<file path="src/rtl/pipe_issue_ctrl.sv">
// ---------------------------------------------------------------------------
// pipe_issue_ctrl
//
// Issue controller in front of the 4-stage register/ALU/memory pipeline.
// Incoming instructions are queued in a small FIFO. The head instruction is
// checked against the destination registers still in flight. Dependent
// instructions wait (bubbles) until their producer has been written back.
// Illegal func codes are dropped with a one-cycle error pulse. Hazard stall
// cycles are counted in a saturating counter.
//
// Ports
//   clk          : single clock, rising edge
//   rst_n        : asynchronous active-low reset
//   in_valid     : upstream instruction present on in_instr
//   in_instr     : {rs1[23:20], rs2[19:16], rd[15:12], func[11:8], addr[7:0]}
//   in_ready     : FIFO can accept (registered, 0 while in reset)
//   flush        : synchronous clear of queued, unissued instructions
//   rs1/rs2/rd   : register fields of the issued instruction
//   func         : ALU function of the issued instruction
//   addr         : memory address of the issued instruction
//   issue_valid  : one-cycle strobe, the fields above are valid
//   err_illegal  : one-cycle pulse when the head is dropped as illegal
//   stall_cnt    : saturating count of hazard stall cycles
//   busy         : FIFO non-empty or any in-flight destination tracked
// ---------------------------------------------------------------------------
module pipe_issue_ctrl #(
  parameter int DEPTH    = 4,
  parameter int HZ_DEPTH = 2,
  parameter int MAX_FUNC = 11
) (
  input  logic        clk,
  input  logic        rst_n,
  input  logic        in_valid,
  input  logic [23:0] in_instr,
  output logic        in_ready,
  input  logic        flush,
  output logic [3:0]  rs1,
  output logic [3:0]  rs2,
  output logic [3:0]  rd,
  output logic [3:0]  func,
  output logic [7:0]  addr,
  output logic        issue_valid,
  output logic        err_illegal,
  output logic [15:0] stall_cnt,
  output logic        busy
);

  localparam int AW = (DEPTH > 1) ? $clog2(DEPTH) : 1;
  localparam int CW = AW + 1;

  localparam logic [CW-1:0] FULL_CNT   = CW'(DEPTH);
  localparam logic [CW-1:0] CNT_ZERO   = CW'(0);
  localparam logic [CW-1:0] CNT_ONE    = CW'(1);
  localparam logic [AW-1:0] PTR_ONE    = AW'(1);
  localparam logic [3:0]    MAX_FUNC_C = 4'(MAX_FUNC);
  localparam logic [15:0]   STALL_MAX  = 16'hFFFF;

  localparam logic [1:0] ST_IDLE  = 2'd0;
  localparam logic [1:0] ST_RUN   = 2'd1;
  localparam logic [1:0] ST_STALL = 2'd2;

  // FIFO storage and bookkeeping
  logic [23:0]   mem_q [DEPTH];
  logic [23:0]   mem_d [DEPTH];
  logic [AW-1:0] wr_ptr_q, wr_ptr_d;
  logic [AW-1:0] rd_ptr_q, rd_ptr_d;
  logic [CW-1:0] count_q, count_d;

  // In-flight destination tracker, index 0 is the most recent issue
  logic [HZ_DEPTH-1:0] hz_v_q, hz_v_d;
  logic [3:0]          hz_rd_q [HZ_DEPTH];
  logic [3:0]          hz_rd_d [HZ_DEPTH];

  logic [1:0] state_q, state_d;

  // Registered outputs
  logic [3:0]  rs1_q, rs1_d;
  logic [3:0]  rs2_q, rs2_d;
  logic [3:0]  rd_q, rd_d;
  logic [3:0]  func_q, func_d;
  logic [7:0]  addr_q, addr_d;
  logic        issue_valid_q, issue_valid_d;
  logic        err_illegal_q, err_illegal_d;
  logic [15:0] stall_cnt_q, stall_cnt_d;
  logic        busy_q, busy_d;
  logic        in_ready_q, in_ready_d;

  // Head decode and decisions
  logic [23:0] head_s;
  logic [3:0]  head_rs1_s, head_rs2_s, head_rd_s, head_func_s;
  logic [7:0]  head_addr_s;
  logic        empty_s;
  logic        illegal_s;
  logic        hazard_s;
  logic        push_s;
  logic        drop_s;
  logic        stall_s;
  logic        issue_s;
  logic        pop_s;

  // Head field extraction and empty flag
  always_comb begin
    head_s      = mem_q[rd_ptr_q];
    head_rs1_s  = head_s[23:20];
    head_rs2_s  = head_s[19:16];
    head_rd_s   = head_s[15:12];
    head_func_s = head_s[11:8];
    head_addr_s = head_s[7:0];
    empty_s     = (count_q == CNT_ZERO);
    illegal_s   = (head_func_s > MAX_FUNC_C);
  end

  // RAW hazard: a head source matches any destination still in flight.
  // The head's own rd is never compared, so rd == rs is not a hazard.
  always_comb begin
    hazard_s = 1'b0;
    for (int i = 0; i < HZ_DEPTH; i++) begin
      if (hz_v_q[i] && ((hz_rd_q[i] == head_rs1_s) || (hz_rd_q[i] == head_rs2_s))) begin
        hazard_s = 1'b1;
      end else begin
        hazard_s = hazard_s;
      end
    end
  end

  // Per-edge action for the head. The head is evaluated in every state, so
  // an instruction pushed while IDLE can issue on the very next edge. Flush
  // suppresses every action on its edge. Illegal beats hazard.
  always_comb begin
    push_s  = in_valid && in_ready_q && !flush;
    drop_s  = !empty_s && !flush && illegal_s;
    stall_s = !empty_s && !flush && !illegal_s && hazard_s;
    issue_s = !empty_s && !flush && !illegal_s && !hazard_s;
    pop_s   = drop_s || issue_s;
  end

  // FIFO next-state: write on push, advance read on pop, clear on flush.
  // in_ready is taken from the registered full flag, so a push while full
  // is refused even when the head pops on the same edge.
  always_comb begin
    mem_d    = mem_q;
    wr_ptr_d = wr_ptr_q;
    rd_ptr_d = rd_ptr_q;
    count_d  = count_q;
    if (flush) begin
      // Drop everything queued; the write pointer stays, the read pointer
      // catches up so the FIFO reads as empty.
      rd_ptr_d = wr_ptr_q;
      count_d  = CNT_ZERO;
    end else begin
      if (push_s) begin
        mem_d[wr_ptr_q] = in_instr;
        wr_ptr_d        = wr_ptr_q + PTR_ONE;
      end else begin
        wr_ptr_d = wr_ptr_q;
      end
      if (pop_s) begin
        rd_ptr_d = rd_ptr_q + PTR_ONE;
      end else begin
        rd_ptr_d = rd_ptr_q;
      end
      case ({push_s, pop_s})
        2'b10:   count_d = count_q + CNT_ONE;
        2'b01:   count_d = count_q - CNT_ONE;
        default: count_d = count_q;
      endcase
    end
  end

  // Hazard tracker shift: always shifts, even during flush, so instructions
  // already in the pipeline are still tracked until written back.
  always_comb begin
    hz_v_d     = hz_v_q;
    hz_rd_d    = hz_rd_q;
    hz_v_d[0]  = issue_s;
    hz_rd_d[0] = head_rd_s;
    for (int i = 1; i < HZ_DEPTH; i++) begin
      hz_v_d[i]  = hz_v_q[i-1];
      hz_rd_d[i] = hz_rd_q[i-1];
    end
  end

  // FSM: tracks whether the controller is idle, running or stalled
  always_comb begin
    state_d = state_q;
    case (state_q)
      ST_IDLE, ST_RUN, ST_STALL: begin
        if (flush) begin
          state_d = ST_IDLE;
        end else if (stall_s) begin
          state_d = ST_STALL;
        end else if (count_d == CNT_ZERO) begin
          state_d = ST_IDLE;
        end else begin
          state_d = ST_RUN;
        end
      end
      default: state_d = ST_IDLE;
    endcase
  end

  // Output register next values; fields hold when nothing issues
  always_comb begin
    rs1_d  = rs1_q;
    rs2_d  = rs2_q;
    rd_d   = rd_q;
    func_d = func_q;
    addr_d = addr_q;
    if (issue_s) begin
      rs1_d  = head_rs1_s;
      rs2_d  = head_rs2_s;
      rd_d   = head_rd_s;
      func_d = head_func_s;
      addr_d = head_addr_s;
    end else begin
      rs1_d  = rs1_q;
      rs2_d  = rs2_q;
      rd_d   = rd_q;
      func_d = func_q;
      addr_d = addr_q;
    end
    issue_valid_d = issue_s;
    err_illegal_d = drop_s;
    if (stall_s && (stall_cnt_q != STALL_MAX)) begin
      stall_cnt_d = stall_cnt_q + 16'd1;
    end else begin
      stall_cnt_d = stall_cnt_q;
    end
    busy_d     = (count_d != CNT_ZERO) || (|hz_v_d);
    in_ready_d = (count_d != FULL_CNT);
  end

  // State registers with asynchronous active-low reset
  always_ff @(posedge clk or negedge rst_n) begin
    if (!rst_n) begin
      mem_q         <= '{default: 24'd0};
      wr_ptr_q      <= '0;
      rd_ptr_q      <= '0;
      count_q       <= CNT_ZERO;
      hz_v_q        <= '0;
      hz_rd_q       <= '{default: 4'd0};
      state_q       <= ST_IDLE;
      rs1_q         <= 4'd0;
      rs2_q         <= 4'd0;
      rd_q          <= 4'd0;
      func_q        <= 4'd0;
      addr_q        <= 8'd0;
      issue_valid_q <= 1'b0;
      err_illegal_q <= 1'b0;
      stall_cnt_q   <= 16'd0;
      busy_q        <= 1'b0;
      in_ready_q    <= 1'b0;
    end else begin
      mem_q         <= mem_d;
      wr_ptr_q      <= wr_ptr_d;
      rd_ptr_q      <= rd_ptr_d;
      count_q       <= count_d;
      hz_v_q        <= hz_v_d;
      hz_rd_q       <= hz_rd_d;
      state_q       <= state_d;
      rs1_q         <= rs1_d;
      rs2_q         <= rs2_d;
      rd_q          <= rd_d;
      func_q        <= func_d;
      addr_q        <= addr_d;
      issue_valid_q <= issue_valid_d;
      err_illegal_q <= err_illegal_d;
      stall_cnt_q   <= stall_cnt_d;
      busy_q        <= busy_d;
      in_ready_q    <= in_ready_d;
    end
  end

  assign in_ready    = in_ready_q;
  assign rs1         = rs1_q;
  assign rs2         = rs2_q;
  assign rd          = rd_q;
  assign func        = func_q;
  assign addr        = addr_q;
  assign issue_valid = issue_valid_q;
  assign err_illegal = err_illegal_q;
  assign stall_cnt   = stall_cnt_q;
  assign busy        = busy_q;

endmodule

</file>
<file path="config.mk">
export PLATFORM = sky130hd
export DESIGN_NAME = pipe_issue_ctrl
export DESIGN_NICKNAME = d
export VERILOG_FILES = /design/src/rtl/pipe_issue_ctrl.sv
export SDC_FILE = /design/constraint.sdc
export NUM_CORES = 1
export LEC_CHECK = 0
export CAP_MARGIN = 20
export CORE_MARGIN = 1
export CORE_UTILIZATION = 47
export DETAILED_ROUTE_END_ITERATION = 8
export DONT_BUFFER_PORTS = 1
export SLEW_MARGIN = 20
export SYNTH_ARGS = -nofsm -noshare
export SYNTH_HDL_FRONTEND = slang
export SYNTH_SLANG_ARGS = --single-unit
</file>
<file path="constraint.sdc">
create_clock -name clk -period 5.12 [get_ports clk]
set_input_delay 0.768 -clock clk [delete_from_list [all_inputs] [get_ports clk]]
set_output_delay 0.768 -clock clk [all_outputs]
set_load 0.005 [all_outputs]
</file>
Yosys cells after proc, flatten, opt, wreduce, memory -nomap -nowiden
Index checks and enable logic that the tools add are counted.
{"block": "word_totals", "ff_bits": 157, "romBits": 0, "mem_count": 0, "ram_bits": 0, "input_bits": 28, "latch_bits": 0}
{"block": "op_classes", "n_lt_le_gt_ge": 4, "add_sub_neg": 5, "div_mod_pow": 0, "mul": 0, "reduce_logical": 24, "mux": 12, "eq_ne": 8, "n_bitwise": 3, "shifts": 0}
{"cell": "bitwise mux 96 bit", "count": 1}
{"cell": "2-to-1 mux 24 bit", "count": 3}
{"cell": "binary-select mux 24 bit (select 2 bit)", "count": 1}
{"cell": "demux 24 bit (select 2 bit)", "count": 1}
{"cell": "adder 16 x 1 -> 16 bit (second input constant)", "count": 1}
{"cell": "equality test 4 bit", "count": 4}
{"cell": "!= test 16 bit (second input constant)", "count": 1}
{"cell": "logical AND 1 bit", "count": 11}
{"cell": "greater-or-equal comparator 3 bit (second input constant)", "count": 2}
{"cell": "inverter 2 -> 3 bit", "count": 2}
{"cell": "one-hot mux 3 bit (2 select lines)", "count": 1}
{"cell": "adder 2 x 1 -> 2 bit (second input constant)", "count": 2}
{"cell": "> comparator 4 bit (second input constant)", "count": 1}
{"cell": "zero test 1 bit", "count": 4}
{"cell": "logical OR 1 bit", "count": 4}
{"cell": "2-to-1 mux 2 bit", "count": 2}
{"cell": "adder 3 x 1 -> 3 bit (second input constant)", "count": 1}
{"cell": "zero test 3 bit", "count": 1}
{"cell": "< comparator 3 x 1 -> 1 bit (second input constant)", "count": 1}
{"cell": "2-to-1 mux 3 bit", "count": 1}
{"cell": "!= test 3 bit (second input constant)", "count": 1}
{"cell": "nonzero test 3 bit", "count": 1}
{"cell": "subtractor 3 x 1 -> 3 bit (second input constant)", "count": 1}
{"cell": "equality test 2 x 1 -> 1 bit (second input constant)", "count": 1}
{"cell": "other kinds (6)", "count": 7}

Longest topological paths before layout
{"block": "logic_depth", "ltp_word": 17, "depth_mapped": 17}

Least setup slack after synthesis
OpenSTA, ideal clock, no wires.
{"block": "synth_timing", "path_kind": "reg-to-reg", "start": "register rd_ptr_q[0]", "end": "register busy_q, in the netlist busy", "path_buffers": 3, "period_less_slack_ps": 3725, "t_arrival_ps": 3642, "stages_incl_launch_ff": 17, "setup_slack_ps": 1395, "cell_sequence": "dfrtp_1 -> buf_6 -> mux4_1 -> xnor2_1 -> nand4_2 -> a21oi_2 -> a211oi_1 -> buf_6 -> buf_4 -> or2_2 -> ha_1 -> fa_1 -> xnor2_1 -> or3_1 -> a21oi_1 -> nor4_1 -> o21ai_0"}
{"block": "synth_between", "elab_chain_cells": 17}
{"item": "start, declared", "line": "66", "text": "logic [AW-1:0] rd_ptr_q, rd_ptr_d;"}
{"item": "start signal, assigned", "line": "256", "text": "rd_ptr_q <= rd_ptr_d;"}
{"item": "inverter 2 -> 3 bit (not written as such) (*)", "line": "103", "text": "head_s = mem_q[rd_ptr_q];"}
{"item": "binary-select mux 24 bit (select 2 bit) (*)", "line": "103"}
{"item": "2-to-1 mux 24 bit (not written as such) (*) (2 in a row)", "line": "103"}
{"item": "equality test 4 bit", "line": "118", "text": "if (hz_v_q[i] && ((hz_rd_q[i] == head_rs1_s) || (hz_rd_q[i] == head_rs2_s))) begin"}
{"item": "logical OR 1 bit", "line": "118"}
{"item": "logical AND 1 bit", "line": "118"}
{"item": "2-to-1 mux 1 bit (2 in a row)", "line": "118"}
{"item": "zero test 1 bit", "line": "133", "text": "issue_s = !empty_s && !flush && !illegal_s && !hazard_s;"}
{"item": "[1 not listed]"}
{"item": "via issue_s", "line": "98", "text": "logic issue_s;"}
{"item": "logical OR 1 bit (*)", "line": "134", "text": "pop_s = drop_s || issue_s;"}
{"item": "equality test 2 x 1 -> 1 bit / equality test 2 bit (equally long branches)", "line": "162", "text": "case ({push_s, pop_s})"}
{"item": "one-hot mux 3 bit (2 select lines) (*)", "line": "162"}
{"item": "2-to-1 mux 3 bit (*)", "line": "145", "text": "if (flush) begin"}
{"item": "via count_d[2]", "line": "67", "text": "logic [CW-1:0] count_q, count_d;"}
{"item": "nonzero test 3 bit (*)", "line": "229", "text": "busy_d = (count_d != CNT_ZERO) || (|hz_v_d);"}
{"item": "logical OR 1 bit (*)", "line": "229"}
{"item": "via busy_d", "line": "85", "text": "logic busy_q, busy_d;"}
{"item": "end signal, assigned", "line": "269", "text": "busy_q <= busy_d;"}
{"item": "end, declared", "line": "85"}
The timed path passes the listed nets; every way through them passes the cells marked *. The select of a mux whose other input is x is not followed.
A chain may end at the register's enable or synchronous reset.

Final worst setup path
{"block": "layout_timing", "start": "register rd_ptr_q[0]", "end": "register busy_q, in the netlist busy"}
{"block": "layout_between", "elab_chain_cells": 17}
{"item": "inverter 2 -> 3 bit (not written as such) (*)", "line": "103"}
{"item": "binary-select mux 24 bit (select 2 bit) (*)", "line": "103"}
{"item": "2-to-1 mux 24 bit (not written as such) (*) (2 in a row)", "line": "103"}
{"item": "equality test 4 bit", "line": "118"}
{"item": "logical OR 1 bit", "line": "118"}
{"item": "logical AND 1 bit", "line": "118"}
{"item": "2-to-1 mux 1 bit (2 in a row)", "line": "118"}
{"item": "zero test 1 bit", "line": "133"}
{"item": "logical AND 1 bit", "line": "133"}
{"item": "logical OR 1 bit (*)", "line": "134"}
{"item": "equality test 2 x 1 -> 1 bit / equality test 2 bit (equally long branches)", "line": "162"}
{"item": "one-hot mux 3 bit (2 select lines) (*)", "line": "162"}
{"item": "2-to-1 mux 3 bit (*)", "line": "145"}
{"item": "via count_d[2]", "line": "67"}
{"item": "nonzero test 3 bit (*)", "line": "229"}
{"item": "logical OR 1 bit (*)", "line": "229"}
{"item": "via busy_d", "line": "85"}
Marked as above.

==> impl_metrics.csv <==
group,metric,value,unit
global_routing,gr-usage-met3,0.0669,
timing,fmax,232,MHz
timing,period_minus_slack,4.30,ns
setup_path,r2r_slack,0.82,ns
power,p_per_area,661,nW/um2
placement,io_buffers,0,
yosys,synth-main-ff-cell,"dfrtp_1",
timing,hold_slack,0.0358,ns
setup_path,r2r-end,"busy$_DFF_PN0_",
drt,viasPerCell,5.66,
yosys,synth-async-reset-ratio,1.00,
power,ir_worst_vdd,0.264,mV
global_routing,grt_pass1_vias,3832,
power,p_leak,3.25,nW
timing,tns,0,ns
floorplan,die_y,123,um
hold_path,holdCritPathClass,"input pin to async pin",
placement,hpwl,8.37,mm
yosys,synthTopCellsByArea,"dfrtp_1, mux2_2, mux4_2",
yosys,yosysMostFrequentCell,"dfrtp_1",
setup_path,critical_path.max_stage_delay,0.95,ns
clocking,cts_buffers,17,
setup_path,reg2regPathDepth,13,
global_routing,grt_busiest_layer,"met2",
timing,slew_viol_final,0,
drt,antenna_left,0,
clocking,cts_tree,"built",
clocking,htree_levels,4,
drt,drt-total-wl,13.1,mm
timing,worst_pin_slew,0.885,ns
clocking,cts_resized,0,
yosys,synth.top_cell.area_share,0.568,
global_routing,grt_max_degree,157,
setup_path,cp.arrival,4.65,ns
clocking,clockBufferDepth,2,
timing,relSlewSlack,0.410,
yosys,yosys_warnings,0,
floorplan,num_rows,43,
setup_path,criticalPathCategory,"flip-flop to flip-flop",
clocking,cts.sinks,156,
timing,skew,0.00979,ns
drt,drtIter0Drc,158,
clocking,cts_root_buffer,"clkbuf_16",
cells_and_area,seq_area,3910,um2
yosys,ys_types,44,
setup_path,crit_chain,"mux4_1, xnor2_1, nand4_2, a21oi_2, a211oi_4, or2_2, ha_1, fa_1, xnor2_1, or3_1, a21oi_1, nor4_1, o21ai_0",
setup_path,worst_setup_path_start_kind,"flip-flop",
cells_and_area,nFillCells,1125,
yosys,syn_area,6870,um2
timing,min_period_over_period,0.840,
floorplan,initial_core_util,0.489,
timing,setup_violations,0,
yosys,syn_inst,445,
cells_and_area,layout-drive-gt1-share,0.405,
run_status,status,"finished clean",
clocking,postCtsHoldBufs,0,
cells_and_area,diodes,0,
global_routing,grt_usage,0.192,
drt,vias,3647,
floorplan,dieArea,15100,um2
drt,drc,0,
setup_path,cp_slowest_cell,"dfrtp_2",
yosys,synth_seq_area_share,0.568,
setup_path,cpMostUsedCell,"xnor2_1",
timing,hold_viol,0,
setup_path,cp.required,5.46,ns
clocking,clk_pin_slew,0.06,ns
drt,wl_per_cell,20.3,um
floorplan,io_pins,72,
placement,gp_congestion,0.733,
global_routing,grt_util_met1,0.255,
flow_run,drv_cap,0,
clocking,clock_latency,0.43,ns
setup_path,critPathMaxFanout,28,
timing,rsz0062_at_grt,"false",
yosys,synth-seq-cells,156,
floorplan,core_area,14000,um2
yosys,synth_nets,480,
clocking,cts_setup_buffers,0,
yosys,synth_edf_count,0,
global_routing,grt_overflow,0,
cells_and_area,nets,486,
global_routing,grt_pass1_wl,21.0,mm
yosys,avgSynthCellArea,15.4,um2
global_routing,antenna_found_initial,0,
cells_and_area,area_growth,10.5,%
setup_path,r2r_start,"rd_ptr_q[0]$_DFFE_PN0P_",
drt,first_pass_iters,6,
floorplan,die_w,123,um
yosys,yosys.area.top_type,"dfrtp_1",
cells_and_area,multi_input_area,2820,um2
yosys,yosys-top-cells-count,"dfrtp_1, mux2_2, xnor2_1",
global_routing,grtUsageMet2,0.295,
setup_path,endpoint_kind,"flip-flop",
-- state kept, by name (all words and copies together) (netlist names), 3 cells and up --
register	cells
addr	8
count_q	3
func	4
hz_rd_d	4
hz_rd_q	4
mem_q	96
rd	4
rs1	4
rs2	4
stall_cnt	16
-- where the power goes --
part / total, mW / leakage (nW) / switching, mW / internal (mW)
clock: 1.18 / 0.267 / 0.508 / 0.668
sequential: 2.23 / 1.89 / 0.427 / 1.80
combinational: 1.62 / 1.09 / 0.628 / 0.988
-- final cells by class --
type                    count  area share
repair buffers              6     0.00594
clock buffers              18      0.0566
well taps                 180      0.0297
clock inverters            14      0.0163
flip-flops and latches    156       0.515
multi-input cells         260       0.372
inverters                  10     0.00495
-- logic make-up after synthesis --
logic type	count (synthesis)	synth area share
mux	146	0.283
compound gates	18	0.0242
fa+ha+maj	7	0.0138
flops	156	0.568
simple gates	55	0.0443
xor+xnor	34	0.0434
buf+inv	29	0.0226
-- placed cells by master, fill, tap and decap left out, types with 3 or more instances in the layout --
cell type / netlist / routed
mux4_2: 15 / 15
clkinv_4: 0 / 4
mux2_2: 120 / 120
xor2_1: 9 / 9
inv_1: 10 / 10
clkinvlp_4: 0 / 3
clkinv_2: 0 / 5
o211ai_1: 3 / 3
o21ai_0: 4 / 4
nand3_1: 5 / 5
nor2_1: 14 / 14
dfrtp_1: 156 / 155
xnor2_1: 25 / 25
nand2_1: 13 / 13
nor3_2: 3 / 3
ha_1: 6 / 6
buf_4: 3 / 6
mux4_1: 8 / 8
clkbuf_16: 0 / 17
a211oi_4: 2 / 3
-- how the worst max path moves through the flow --
stage	startpoint	endpoint	slack, ns	depth (start not counted)
after floorplan	rd_ptr_q[0]$_DFFE_PN0P_	busy$_DFF_PN0_	1.39	16
after global placement	rd_ptr_q[0]$_DFFE_PN0P_	busy$_DFF_PN0_	0.92	13
after detailed placement	rd_ptr_q[0]$_DFFE_PN0P_	busy$_DFF_PN0_	0.77	13
after CTS	rd_ptr_q[0]$_DFFE_PN0P_	busy$_DFF_PN0_	0.71	13
after global routing	rd_ptr_q[0]$_DFFE_PN0P_	busy$_DFF_PN0_	0.50	13
final	rd_ptr_q[0]$_DFFE_PN0P_	busy$_DFF_PN0_	0.82	13
-- worst max-delay path: cells and delay by family, from the launching register on --
kind / cells / cell delay, ns
xor gates and xnor gates: 2 / 0.39
DFF: 1 / 0.95
and+or+nand+nor: 4 / 0.85
adders and majority gates: 2 / 0.61
AOI/OAI and AO/OA: 4 / 0.66
muxes: 1 / 0.75
-- routing by layer --
metal	share of wire	vias to the layer above
met5	0	-
met4	0.013	0
met3	0.053	12
met2	0.47	69
met1	0.46	1934
li1	-	1632
-- per-stage QoR --
step	power, mW	instance area [um2]	std cells	setup WS (ns)	utilization
after floorplan	3.53	6870	445	1.39	-
after global placement	3.81	7030	612	0.920	0.501
after detailed placement	3.89	7030	612	0.774	0.501
after CTS	5.09	7590	644	0.709	0.540
after global routing	5.33	7590	644	0.500	0.540
final	5.02	7590	644	0.818	0.540
Power figures use the tool's default switching activity.
